**src/rtl/if_fetch_ctrl_if.sv**
```systemverilog
// Fetch-stage bus bundle: imem request/response channel, decode handoff and EX redirect.
// master = fetch controller view, slave = environment (imem, decode, EX) view.
interface if_fetch_ctrl_if;
  logic        redirect;
  logic [31:0] redirect_addr;
  logic        imem_req_valid;
  logic        imem_req_ready;
  logic [31:0] imem_req_addr;
  logic        imem_rsp_valid;
  logic [31:0] imem_rsp_data;
  logic        if_valid;
  logic        if_ready;
  logic [31:0] if_inst;
  logic [31:0] if_pc;
  logic [31:0] if_pc4;

  modport master (
    input  redirect, redirect_addr, imem_req_ready, imem_rsp_valid, imem_rsp_data, if_ready,
    output imem_req_valid, imem_req_addr, if_valid, if_inst, if_pc, if_pc4
  );

  modport slave (
    output redirect, redirect_addr, imem_req_ready, imem_rsp_valid, imem_rsp_data, if_ready,
    input  imem_req_valid, imem_req_addr, if_valid, if_inst, if_pc, if_pc4
  );
endinterface

```
**src/rtl/if_fetch_ctrl.sv**
```systemverilog
// Fetch-stage controller: owns the PC, issues one outstanding imem request at a time,
// buffers the returned instruction for decode and flushes in-flight fetches on redirect.
module if_fetch_ctrl #(
  parameter logic [31:0] RESET_PC = 32'h0000_0000
) (
  input  logic            clk,
  input  logic            reset,
  if_fetch_ctrl_if.master bus
);

  typedef enum logic [2:0] {IDLE, REQ, WAIT, HOLD, DRAIN} state_e;

  state_e      state_q, state_d;
  logic [31:0] pc_q, pc_d;
  logic [31:0] req_pc_q, req_pc_d;
  logic [31:0] inst_q, inst_d;
  logic [31:0] target;
  logic        unused_addr_lsbs;

  assign target           = {bus.redirect_addr[31:2], 2'b00};
  assign unused_addr_lsbs = ^bus.redirect_addr[1:0];

  // NOTE: sequential state uses non-blocking assignments so every register samples
  // the pre-edge values regardless of statement order.
  always_ff @(posedge clk) begin
    if (reset) begin
      state_q  <= IDLE;
      pc_q     <= RESET_PC;
      req_pc_q <= RESET_PC;
      inst_q   <= '0;
    end else begin
      state_q  <= state_d;
      pc_q     <= pc_d;
      req_pc_q <= req_pc_d;
      inst_q   <= inst_d;
    end
  end

  // NOTE: every signal gets its hold value first so no path through the case
  // leaves one unassigned, which would infer a latch.
  always_comb begin
    state_d  = state_q;
    pc_d     = pc_q;
    req_pc_d = req_pc_q;
    inst_d   = inst_q;

    unique case (state_q)
      IDLE: state_d = REQ;

      REQ: begin
        if (bus.redirect) pc_d = target;
        if (bus.imem_req_ready) begin
          if (bus.redirect) begin
            state_d = DRAIN;
          end else begin
            req_pc_d = pc_q;
            state_d  = WAIT;
          end
        end
      end

      WAIT: begin
        if (bus.redirect) begin
          // A response arriving with the redirect is the stale one, so no drain is needed.
          pc_d    = target;
          state_d = bus.imem_rsp_valid ? REQ : DRAIN;
        end else if (bus.imem_rsp_valid) begin
          inst_d  = bus.imem_rsp_data;
          pc_d    = req_pc_q + 32'd4;
          state_d = HOLD;
        end
      end

      HOLD: begin
        if (bus.redirect) begin
          pc_d    = target;
          state_d = REQ;
        end else if (bus.if_ready) begin
          state_d = REQ;
        end
      end

      DRAIN: begin
        if (bus.redirect) pc_d = target;
        if (bus.imem_rsp_valid) state_d = REQ;
      end

      default: state_d = IDLE;
    endcase
  end

  assign bus.imem_req_valid = (state_q == REQ);
  assign bus.imem_req_addr  = pc_q;
  assign bus.if_valid       = (state_q == HOLD) && !bus.redirect;
  assign bus.if_inst        = inst_q;
  assign bus.if_pc          = req_pc_q;
  assign bus.if_pc4         = req_pc_q + 32'd4;

endmodule

```
**src/flat_wrapper.sv**
```systemverilog
// flat-port wrapper written by rule: the top's interface ports become plain ports
module if_fetch_ctrl_flat 
#(
  parameter logic [31:0] RESET_PC = 32'h0000_0000
)
  (clk, reset, bus_redirect, bus_redirect_addr, bus_imem_req_ready, bus_imem_rsp_valid, bus_imem_rsp_data, bus_if_ready, bus_imem_req_valid, bus_imem_req_addr, bus_if_valid, bus_if_inst, bus_if_pc, bus_if_pc4);
  if_fetch_ctrl_if bus_i ();
  input  logic clk;
  input  logic reset;
  input wire logic [$bits(bus_i.redirect)-1:0] bus_redirect;
  input wire logic [$bits(bus_i.redirect_addr)-1:0] bus_redirect_addr;
  input wire logic [$bits(bus_i.imem_req_ready)-1:0] bus_imem_req_ready;
  input wire logic [$bits(bus_i.imem_rsp_valid)-1:0] bus_imem_rsp_valid;
  input wire logic [$bits(bus_i.imem_rsp_data)-1:0] bus_imem_rsp_data;
  input wire logic [$bits(bus_i.if_ready)-1:0] bus_if_ready;
  output wire logic [$bits(bus_i.imem_req_valid)-1:0] bus_imem_req_valid;
  output wire logic [$bits(bus_i.imem_req_addr)-1:0] bus_imem_req_addr;
  output wire logic [$bits(bus_i.if_valid)-1:0] bus_if_valid;
  output wire logic [$bits(bus_i.if_inst)-1:0] bus_if_inst;
  output wire logic [$bits(bus_i.if_pc)-1:0] bus_if_pc;
  output wire logic [$bits(bus_i.if_pc4)-1:0] bus_if_pc4;
  assign bus_i.redirect = bus_redirect;
  assign bus_i.redirect_addr = bus_redirect_addr;
  assign bus_i.imem_req_ready = bus_imem_req_ready;
  assign bus_i.imem_rsp_valid = bus_imem_rsp_valid;
  assign bus_i.imem_rsp_data = bus_imem_rsp_data;
  assign bus_i.if_ready = bus_if_ready;
  assign bus_imem_req_valid = bus_i.imem_req_valid;
  assign bus_imem_req_addr = bus_i.imem_req_addr;
  assign bus_if_valid = bus_i.if_valid;
  assign bus_if_inst = bus_i.if_inst;
  assign bus_if_pc = bus_i.if_pc;
  assign bus_if_pc4 = bus_i.if_pc4;
  if_fetch_ctrl #(.RESET_PC(RESET_PC)) u_core (.clk(clk), .reset(reset), .bus(bus_i));
endmodule
```
**config.mk**
```make
export PLATFORM = sky130hd
export DESIGN_NAME = if_fetch_ctrl_flat
export DESIGN_NICKNAME = d
export VERILOG_FILES = /design/src/rtl/if_fetch_ctrl_if.sv /design/src/rtl/if_fetch_ctrl.sv /design/src/flat_wrapper.sv
export SDC_FILE = /design/constraint.sdc
export NUM_CORES = 1
export LEC_CHECK = 0
export CORE_UTILIZATION = 38
export DETAILED_ROUTE_END_ITERATION = 8
export GPL_TIMING_DRIVEN = 0
export PLACE_DENSITY = 0.89
export SLEW_MARGIN = 30
export SYNTH_ARGS = -nofsm -noshare
export SYNTH_HDL_FRONTEND = slang
export SYNTH_SLANG_ARGS = --single-unit
```
**constraint.sdc**
```tcl
create_clock -name clk -period 1.9 [get_ports clk]
set_clock_uncertainty 0.1 [all_clocks]
set_input_delay 0.19 -clock clk [delete_from_list [all_inputs] [get_ports clk]]
set_output_delay 0.19 -clock clk [all_outputs]
set_load 0.005 [all_outputs]
```
==> flow_metrics.tcl, run 1 <==
set metrics [dict create \
    ys.warnings.count 0 \
    routed_wirelength_um 17700 \
    multi_input_comb_area_mm2 0.00270 \
    die_width_um 110 \
    fill_cells 871 \
    power.density_mw_per_mm2 597 \
    synthesis.instances 571 \
    port-buffer-count 196 \
    holdBufCountCts 0 \
    hold_viol_final 0 \
    route.antenna.remaining_nets 0 \
    finalWeightedCongestion 0.858 \
    finalWorstPathRequiredPeriod_ns 2.43 \
    synth-seq-area-share_pct 44.5 \
    final_design_area_no_fill_mm2 0.00799 \
    drive_above_1_share_pct 26.2 \
    synth_top_family_by_area "simple AND/OR/NAND/NOR gates" \
    ctsHtreeMaxLevel 3 \
    area_used_by_sequential_logic_in_the_layout_mm2 0.00205 \
    crit_chain "nand4_1 -> buf_6 -> nor4_4 -> buf_4 -> buf_6 -> buf_6 -> nand4_1 -> xnor2_2 -> buf_2" \
    synth_top_area_share_pct 44.5 \
    ff2ff_path_depth 10 \
    drt_drc_violations_left 0 \
    clkSlewWorstSetupHoldPaths_ns 0.07 \
    core_area_mm2 0.0114 \
    design.die.area_mm2 0.0122 \
    worst_setup_path_category "register to primary output" \
    synth_area_leaders "sky130_fd_sc_hd__dfxtp_1, sky130_fd_sc_hd__nand2_1, sky130_fd_sc_hd__a21oi_1, sky130_fd_sc_hd__o21ai_0, sky130_fd_sc_hd__xor2_1" \
    grt_start_max_net_pins 17 \
    area_growth_syn_to_layout_pct 79.3 \
    timing_worst_slew_pin_value_ns 0.795 \
    chipHeight_um 110 \
    numClockSinks 99 \
    vdd_drop_max_uv 423 \
    r2r_end "u_core.bus.imem_req_addr[31]" \
    async_reset_ff_share_pct 0 \
    p_switching_w 0.00123 \
    worst-r2r-setup-slack_ns -0.23 \
    clk_path_buf_depth 2 \
    clock_buffer_count_from_cts 9 \
    vias_per_instance 5.26 \
    switching_part_of_the_total_power_pct 25.7 \
    dpl.cell_count 910 \
    synth_compound_gate_area_share_pct 17.9 \
    initialDrtViolationCount 400 \
    start_util_pct 39.0 \
    power.share.clock_pct 38.9 \
    fin_crit_sh_pct 128 \
    antenna_found_initial 0 \
    first_global_vias 4781 \
    hold_path_depth 3 \
    fp-row-count 39 \
    rsz_0062_raised_after_global_routing "yes" \
    critical-path-top-delay-family "buffers and inverters" \
    power.leakage_nw 3.28 \
    dpl-instance-area_mm2 0.00660 \
    grt.total_usage_pct 27.8 \
    setup_violations 31 \
    synth_adder_area_share_pct 0.281 \
    grt_pass1_wl_um 25200 \
    cp-start-kind "register" \
    finalNetCount 921 \
    share_comb_of_total_power_pct 15.3 \
    min_path_type "input port to register" \
    grt_remaining_overflow 0 \
    cp_common_cell "sky130_fd_sc_hd__buf_6" \
    wl_per_cell_um 17.7 \
    antenna-diode-count 0 \
    timing.critical_path.slowest_stage_cell "sky130_fd_sc_hd__dfxtp_4" \
    layoutNonFillerInstCount 998 \
    p_int_w 0.00354 \
    io_pins 200 \
    routed-via-count 5250 \
    final_cell_mix "sky130_fd_sc_hd__clkdlybuf4s50_1, sky130_fd_sc_hd__nand2_1, sky130_fd_sc_hd__dfxtp_1" \
    netlist-cell-type-count 53 \
    critPathMaxStageDelay_ns 0.38 \
    achievable-frequency_mhz 411 \
    worst_rel_slew_slack_pct 47.0 \
    worst_ep_required_time_ns 1.61 \
    post_synthesis_net_count 642 \
    seq_power_share_pct 45.7 \
    maxCapViolCount 0 \
    critical_path_cell_count 9 \
    cp_data_arrival_time_ns 2.14 \
    fin_ws_ns -0.533 \
    synth.ff_latch_count 99 \
    synth_simple_gate_area_share_pct 27.0 \
    holdCritStartpoint "reset" \
    summed_instance_area_of_the_synthesized_netlist_mm2 0.00446 \
    yosys-mux-area-fraction_pct 0.449 \
    critPathBufInv 5 \
    critical_path.reg2reg.startpoint "u_core.bus.if_pc[17]" \
    synth_edf_count 0 \
    synth_xor_xnor_area_share_pct 5.42 \
    slew_violations 0 \
    min_to "u_core.state_q[0]" \
    dp_hpwl_um 11300 \
    status "complete, but fails checks" \
    firstDrtPassIters 5 \
    syn_area_per_cell_um2 7.81 \
    final_common_cell "sky130_fd_sc_hd__clkdlybuf4s50_1" \
    violations "negative setup slack" \
    postSynth.topFlopCell "sky130_fd_sc_hd__dfxtp_1" \
    synth_top_area_cell "sky130_fd_sc_hd__dfxtp_1" \
    cts_root_buffer "sky130_fd_sc_hd__clkbuf_16" \
    cts_tree "yes" \
    worst-path-max-fanout 4 \
    setup.worst_path.end_class "primary output" \
    clk-insertion-delay-late_ns 0.34 \
]
[registers in the layout, summed over array words and instances (netlist names)]
| signal | flops |
|---|---|
| u_core.bus.if_inst | 32 |
| u_core.bus.if_pc | 32 |
| u_core.bus.imem_req_addr | 32 |
| u_core.state_q | 3 |
[synthesized netlist by cell type (8+ instances only)]
cell type / count
sky130_fd_sc_hd__xnor2_1: 8
sky130_fd_sc_hd__dfxtp_1: 99
sky130_fd_sc_hd__nand4_1: 10
sky130_fd_sc_hd__and3_1: 8
sky130_fd_sc_hd__buf_2: 9
sky130_fd_sc_hd__nor2_1: 26
sky130_fd_sc_hd__inv_1: 9
sky130_fd_sc_hd__nor3_1: 9
sky130_fd_sc_hd__a21oi_1: 75
sky130_fd_sc_hd__clkbuf_1: 21
sky130_fd_sc_hd__o21ai_0: 35
sky130_fd_sc_hd__nand2_1: 164
sky130_fd_sc_hd__xor2_1: 14
[layout make-up]
class                           instances  share of cell area, %
Multi-Input combinational cell        425                   33.7
Timing Repair Buffer                  270                   31.5
Sequential cell                        99                   25.6
Clock buffer                           10                   2.86
Buffer                                 36                   2.77
Tap cell                              143                   2.24
Clock inverter                          6                  0.830
Inverter                                9                  0.423
[power by group through the flow]
stage	combinational, W	clock [W]	sequential [W]
after floorplan	0.000234	0	0.00224
after global placement	0.000606	0	0.00224
after detailed placement	0.000616	0	0.00224
after CTS	0.000669	0.00185	0.00219
after global routing	0.000779	0.00195	0.00219
final	0.000732	0.00186	0.00218
[kinds of logic (layout without fill, tap and decap cells)]
kind of cell	after synthesis	in the layout
compound gates	140	140
xor+xnor	25	25
fa+ha+maj	1	1
buf+inv	47	331
flops	99	99
mux	2	2
simple gates	257	257
[through the flow]
stage	utilization (%)	power, W	setup WS, ns	setup TNS (ns)	hold slack, ns
finish	70.0	0.00477	-0.533	-7.76	0.263
detailed placement	57.8	0.00286	-0.849	-48.68	0.346
CTS	66.8	0.00471	-0.532	-7.26	0.237
global placement	57.8	0.00285	-0.813	-48.06	0.341
floorplan	-	0.00247	0.0150	0	0.169
global route	70.0	0.00492	-0.637	-11.18	0.285
[metal layers]
layer | part of all wire [%] | track usage (%)
met1 | 39 | 34.3
met2 | 49 | 45.8
met3 | 8.6 | 6.17
met4 | 3.3 | 13.0
met5 | 0 | 0
[how the worst max path moves through the flow]
stage	startpoint	to	slack [ns]
floorplan	u_core.bus.if_pc[2]	u_core.bus.imem_req_addr[28]	0.02
global placement	bus_redirect	u_core.bus.imem_req_addr[8]	-0.81
detailed placement	bus_redirect	u_core.bus.imem_req_addr[15]	-0.85
CTS	u_core.bus.if_pc[6]	bus_if_pc4[31]	-0.53
global route	u_core.bus.if_pc[17]	bus_if_pc4[31]	-0.64
finish	u_core.bus.if_pc[17]	bus_if_pc4[31]	-0.53
[worst reg2reg max path: stages, from the launching register on]
cell and delay (ns):
sky130_fd_sc_hd__dfxtp_4 0.38, sky130_fd_sc_hd__nand4_1 0.13, sky130_fd_sc_hd__buf_6 0.15, sky130_fd_sc_hd__nor4_4 0.29, sky130_fd_sc_hd__buf_4 0.17, sky130_fd_sc_hd__buf_6 0.10, sky130_fd_sc_hd__buf_6 0.09, sky130_fd_sc_hd__nand4_1 0.14
sky130_fd_sc_hd__xnor2_2 0.19, sky130_fd_sc_hd__buf_4 0.15, sky130_fd_sc_hd__o2bb2ai_4 0.12
[timing repair]
action	4_1_cts	5_1_grt
gates resized for setup	222	80
setup buffers	56	31
endpoints found under the setup margin	112	110
pin swaps	41	48
Note: power is estimated with default switching activity, not from simulation.
==> run 2: changes to the inputs <==
--- a/config.mk
+++ b/config.mk
@@ -5,11 +5,12 @@
 export SDC_FILE = /design/constraint.sdc
 export NUM_CORES = 1
 export LEC_CHECK = 0
-export CORE_UTILIZATION = 38
+export ABC_AREA = 1
+export CORE_UTILIZATION = 39
 export DETAILED_ROUTE_END_ITERATION = 8
 export GPL_TIMING_DRIVEN = 0
-export PLACE_DENSITY = 0.89
-export SLEW_MARGIN = 30
+export PLACE_DENSITY = 0.88
+export SLEW_MARGIN = 20
 export SYNTH_ARGS = -nofsm -noshare
 export SYNTH_HDL_FRONTEND = slang
 export SYNTH_SLANG_ARGS = --single-unit
==> run 2 against run 1 <==
Net effect:
- the run ends with design-rule violations, negative setup slack left
- via count rose by 20%
- sequential power rose by 15%
- final cell count rose by 19%
- worst hold slack got worse by 0.15 ns
- critical path depth rose by 1
- global-route usage rose by 0.77 points
- register-to-register slack got worse by 0.03 ns
- critical path type unchanged
- critical endpoint is now bus_if_pc4[23]
- largest cell class is now multi-input combinational cells
- highest routed layer unchanged
==> flow_metrics.tcl, run 2 <==
set metrics [dict create \
    core_area_mm2 0.0122 \
    vdd_drop_max_uv 515 \
    vias_per_instance 5.33 \
    hold_viol_final 0 \
    clk-insertion-delay-late_ns 0.35 \
    routed_wirelength_um 20500 \
    antenna_found_initial 0 \
    synth_top_area_share_pct 40.2 \
    violations "design-rule violations, negative setup slack" \
    final_design_area_no_fill_mm2 0.00847 \
    critPathMaxStageDelay_ns 0.42 \
    status "complete, but fails checks" \
    detailroute.wirelength.met2_um 9610 \
    area_growth_syn_to_layout_pct 71.7 \
    start_util_pct 40.6 \
    holdBufCountCts 0 \
    power.leakage_nw 3.59 \
    finalNetCount 1081 \
    rsz_0062_raised_after_global_routing "yes" \
    worst-path-max-fanout 6 \
    crit_chain "nand2_4 -> nor2_4 -> buf_4 -> nand2_2 -> nor2_4 -> buf_6 -> nand2_1 -> nand2_1 -> nand2_1 -> buf_2" \
    numClockSinks 99 \
    final_common_cell "sky130_fd_sc_hd__clkdlybuf4s50_1" \
    synth.ff_latch_count 99 \
    cp_data_arrival_time_ns 1.92 \
    grt_remaining_overflow 0 \
    power.density_mw_per_mm2 758 \
    netlist-cell-type-count 30 \
    synth-seq-area-share_pct 40.2 \
    design.die.area_mm2 0.0131 \
    setup_violations 27 \
    achievable-frequency_mhz 453 \
    grt.total_usage_pct 28.5 \
    layoutNonFillerInstCount 1183 \
    grt_pass1_wl_um 28700 \
    drive_above_1_share_pct 29.6 \
    syn_area_per_cell_um2 6.64 \
    antenna-diode-count 0 \
    area_used_by_sequential_logic_in_the_layout_mm2 0.00205 \
    dp_hpwl_um 12700 \
    final_cell_mix "sky130_fd_sc_hd__clkdlybuf4s50_1, sky130_fd_sc_hd__nand2_1, sky130_fd_sc_hd__nor2_1" \
    route.antenna.remaining_nets 0 \
    cp-start-kind "register" \
    post_synthesis_net_count 814 \
    async_reset_ff_share_pct 0 \
    clk_path_buf_depth 2 \
    synthesis.instances 743 \
    clkSlewWorstSetupHoldPaths_ns 0.07 \
    cp_common_cell "sky130_fd_sc_hd__nand2_1" \
    ys.warnings.count 0 \
    wl_met3_um 1840 \
    worst_rel_slew_slack_pct 62.7 \
    chipHeight_um 115 \
    wl_per_cell_um 17.4 \
    post-synth-top-count-cell "sky130_fd_sc_hd__nand2_1" \
    first_global_vias 5815 \
    setup.worst_path.end_class "primary output" \
    finalWorstPathRequiredPeriod_ns 2.21 \
    multi_input_comb_area_mm2 0.00301 \
    summed_instance_area_of_the_synthesized_netlist_mm2 0.00494 \
    fp-row-count 40 \
    synth.top_cells.by_count "sky130_fd_sc_hd__nand2_1, sky130_fd_sc_hd__nor2_1, sky130_fd_sc_hd__dfxtp_1" \
    synth_top_area_cell "sky130_fd_sc_hd__dfxtp_1" \
    route.top_layer_used "met4" \
    fill_cells 886 \
    slew_violations 0 \
    port-buffer-count 195 \
    routed-via-count 6306 \
    grt_start_max_net_pins 18 \
    clock_buffer_count_from_cts 9 \
    firstDrtPassIters 9 \
    timing_worst_slew_pin_value_ns 0.560 \
    drt_drc_violations_left 11 \
    synth_area_leaders "sky130_fd_sc_hd__dfxtp_1, sky130_fd_sc_hd__nand2_1, sky130_fd_sc_hd__nor2_1, sky130_fd_sc_hd__o21ai_0, sky130_fd_sc_hd__inv_1" \
    fin_ws_ns -0.307 \
    ctsHtreeMaxLevel 3 \
    cts_tree "yes" \
    dpl.cell_count 1106 \
    maxCapViolCount 0 \
    io_pins 200 \
    cts_root_buffer "sky130_fd_sc_hd__clkbuf_16" \
    die_width_um 115 \
    synth_edf_count 0 \
    timing.critical_path.slowest_stage_cell "sky130_fd_sc_hd__dfxtp_4" \
    fin_crit_sh_pct 116 \
    postSynth.topFlopCell "sky130_fd_sc_hd__dfxtp_1" \
    finalWeightedCongestion 0.922 \
    min_path_type "input port to register" \
    dpl-instance-area_mm2 0.00710 \
    worst_setup_path_category "register to primary output" \
    initialDrtViolationCount 668 \
    worst_ep_required_time_ns 1.61 \
    met1Wirelength_um 7910 \
]
run 2: changes by cell type in the layout (fill, tap and decap cells not counted), moves of 8 or more:
cell                      previous run  this run
sky130_fd_sc_hd__nor2_1             18       108
sky130_fd_sc_hd__o21ai_0            25        55
sky130_fd_sc_hd__nand2_4             1        13
sky130_fd_sc_hd__inv_1               8        62
sky130_fd_sc_hd__and3_1              8         0
sky130_fd_sc_hd__a21oi_1            74        39
sky130_fd_sc_hd__nand2_2             1        35
sky130_fd_sc_hd__nand3_2             2        14
sky130_fd_sc_hd__nand4_1            10         0
sky130_fd_sc_hd__o21ai_1             8        27
sky130_fd_sc_hd__a21oi_2             1        20
sky130_fd_sc_hd__nand3_1             5        19
sky130_fd_sc_hd__or2_2               0        17
sky130_fd_sc_hd__nand2_1           162       143
run 2: path summary, 6_finish.rpt:
path | slack (ns) | from | to | depth (start not counted)
hold / removal | 0.11 | reset | u_core.state_q[1] | 2
setup / recovery | -0.31 | u_core.bus.if_pc[14] | bus_if_pc4[23] | 10
setup reg to reg | -0.26 | u_core.bus.if_pc[20] | u_core.bus.imem_req_addr[27] | 15
hold reg to reg | 0.37 | u_core.bus.imem_req_addr[19] | u_core.bus.if_pc[19] | 2
run 2: power breakdown:
group / internal, W / switching (W) / total, W
Clock: 0.00107 / 0.000875 / 0.00195
Combinational: 0.000978 / 0.000989 / 0.00197
Sequential: 0.00230 / 0.000211 / 0.00251
run 2: metrics by stage:
stage	hold slack (ns)	power (W)	worst slack (ns)	util (%)	setup TNS, ns
2_1_floorplan	0.255	0.00335	0.304	-	0
3_3_place_gp	0.360	0.00426	-0.539	58.4	-7.37
3_5_place_dp	0.365	0.00428	-0.523	58.4	-7.68
4_1_cts	0.106	0.00627	-0.222	66.7	-3.35
5_1_grt	0.132	0.00672	-0.432	69.7	-7.43
6_report	0.113	0.00643	-0.307	69.7	-4.96
run 2: final cells by class:
class / instances / area share (%)
repair buffers: 256 / 28.3
well taps: 168 / 2.48
flip-flops and latches: 99 / 24.2
multi-input cells: 538 / 35.5
clock inverters: 6 / 0.842
plain buffers: 36 / 2.69
inverters: 70 / 3.19
clock buffers: 10 / 2.82
run 2: layer usage:
metal  global-route usage, %  vias to the layer above
met4                    18.0                        0
met3                    5.66                      117
li1                        -                     2878
met1                    33.6                     2900
met2                    47.6                      411
met5                       0                        -
run 2: worst max-delay path: cells and delay by family (launching register included):
family | cells | cell delay [ns]
DFF | 1 | 0.42
buffers and inverters | 3 | 0.40
and+or+nand+nor | 7 | 0.74
run 2: repair_timing:
item	CTS	global route
cloned	0	1
setup endpoints to repair	37	81
resized for setup	228	95
pin swaps	35	25
setup buffers	58	17
run 2: cells by family (layout without fill, tap and decap cells):
family | Yosys count | after routing | share of synthesized area [%]
AO/OA/AOI/OAI | 152 | 152 | 17.3
XOR/XNOR | 7 | 7 | 1.24
adder cells (fa/ha/maj) | 1 | 1 | 0.253
buffers and inverters | 106 | 378 | 9.73
flip-flops | 99 | 99 | 40.2
AND/OR/NAND/NOR | 378 | 378 | 31.3
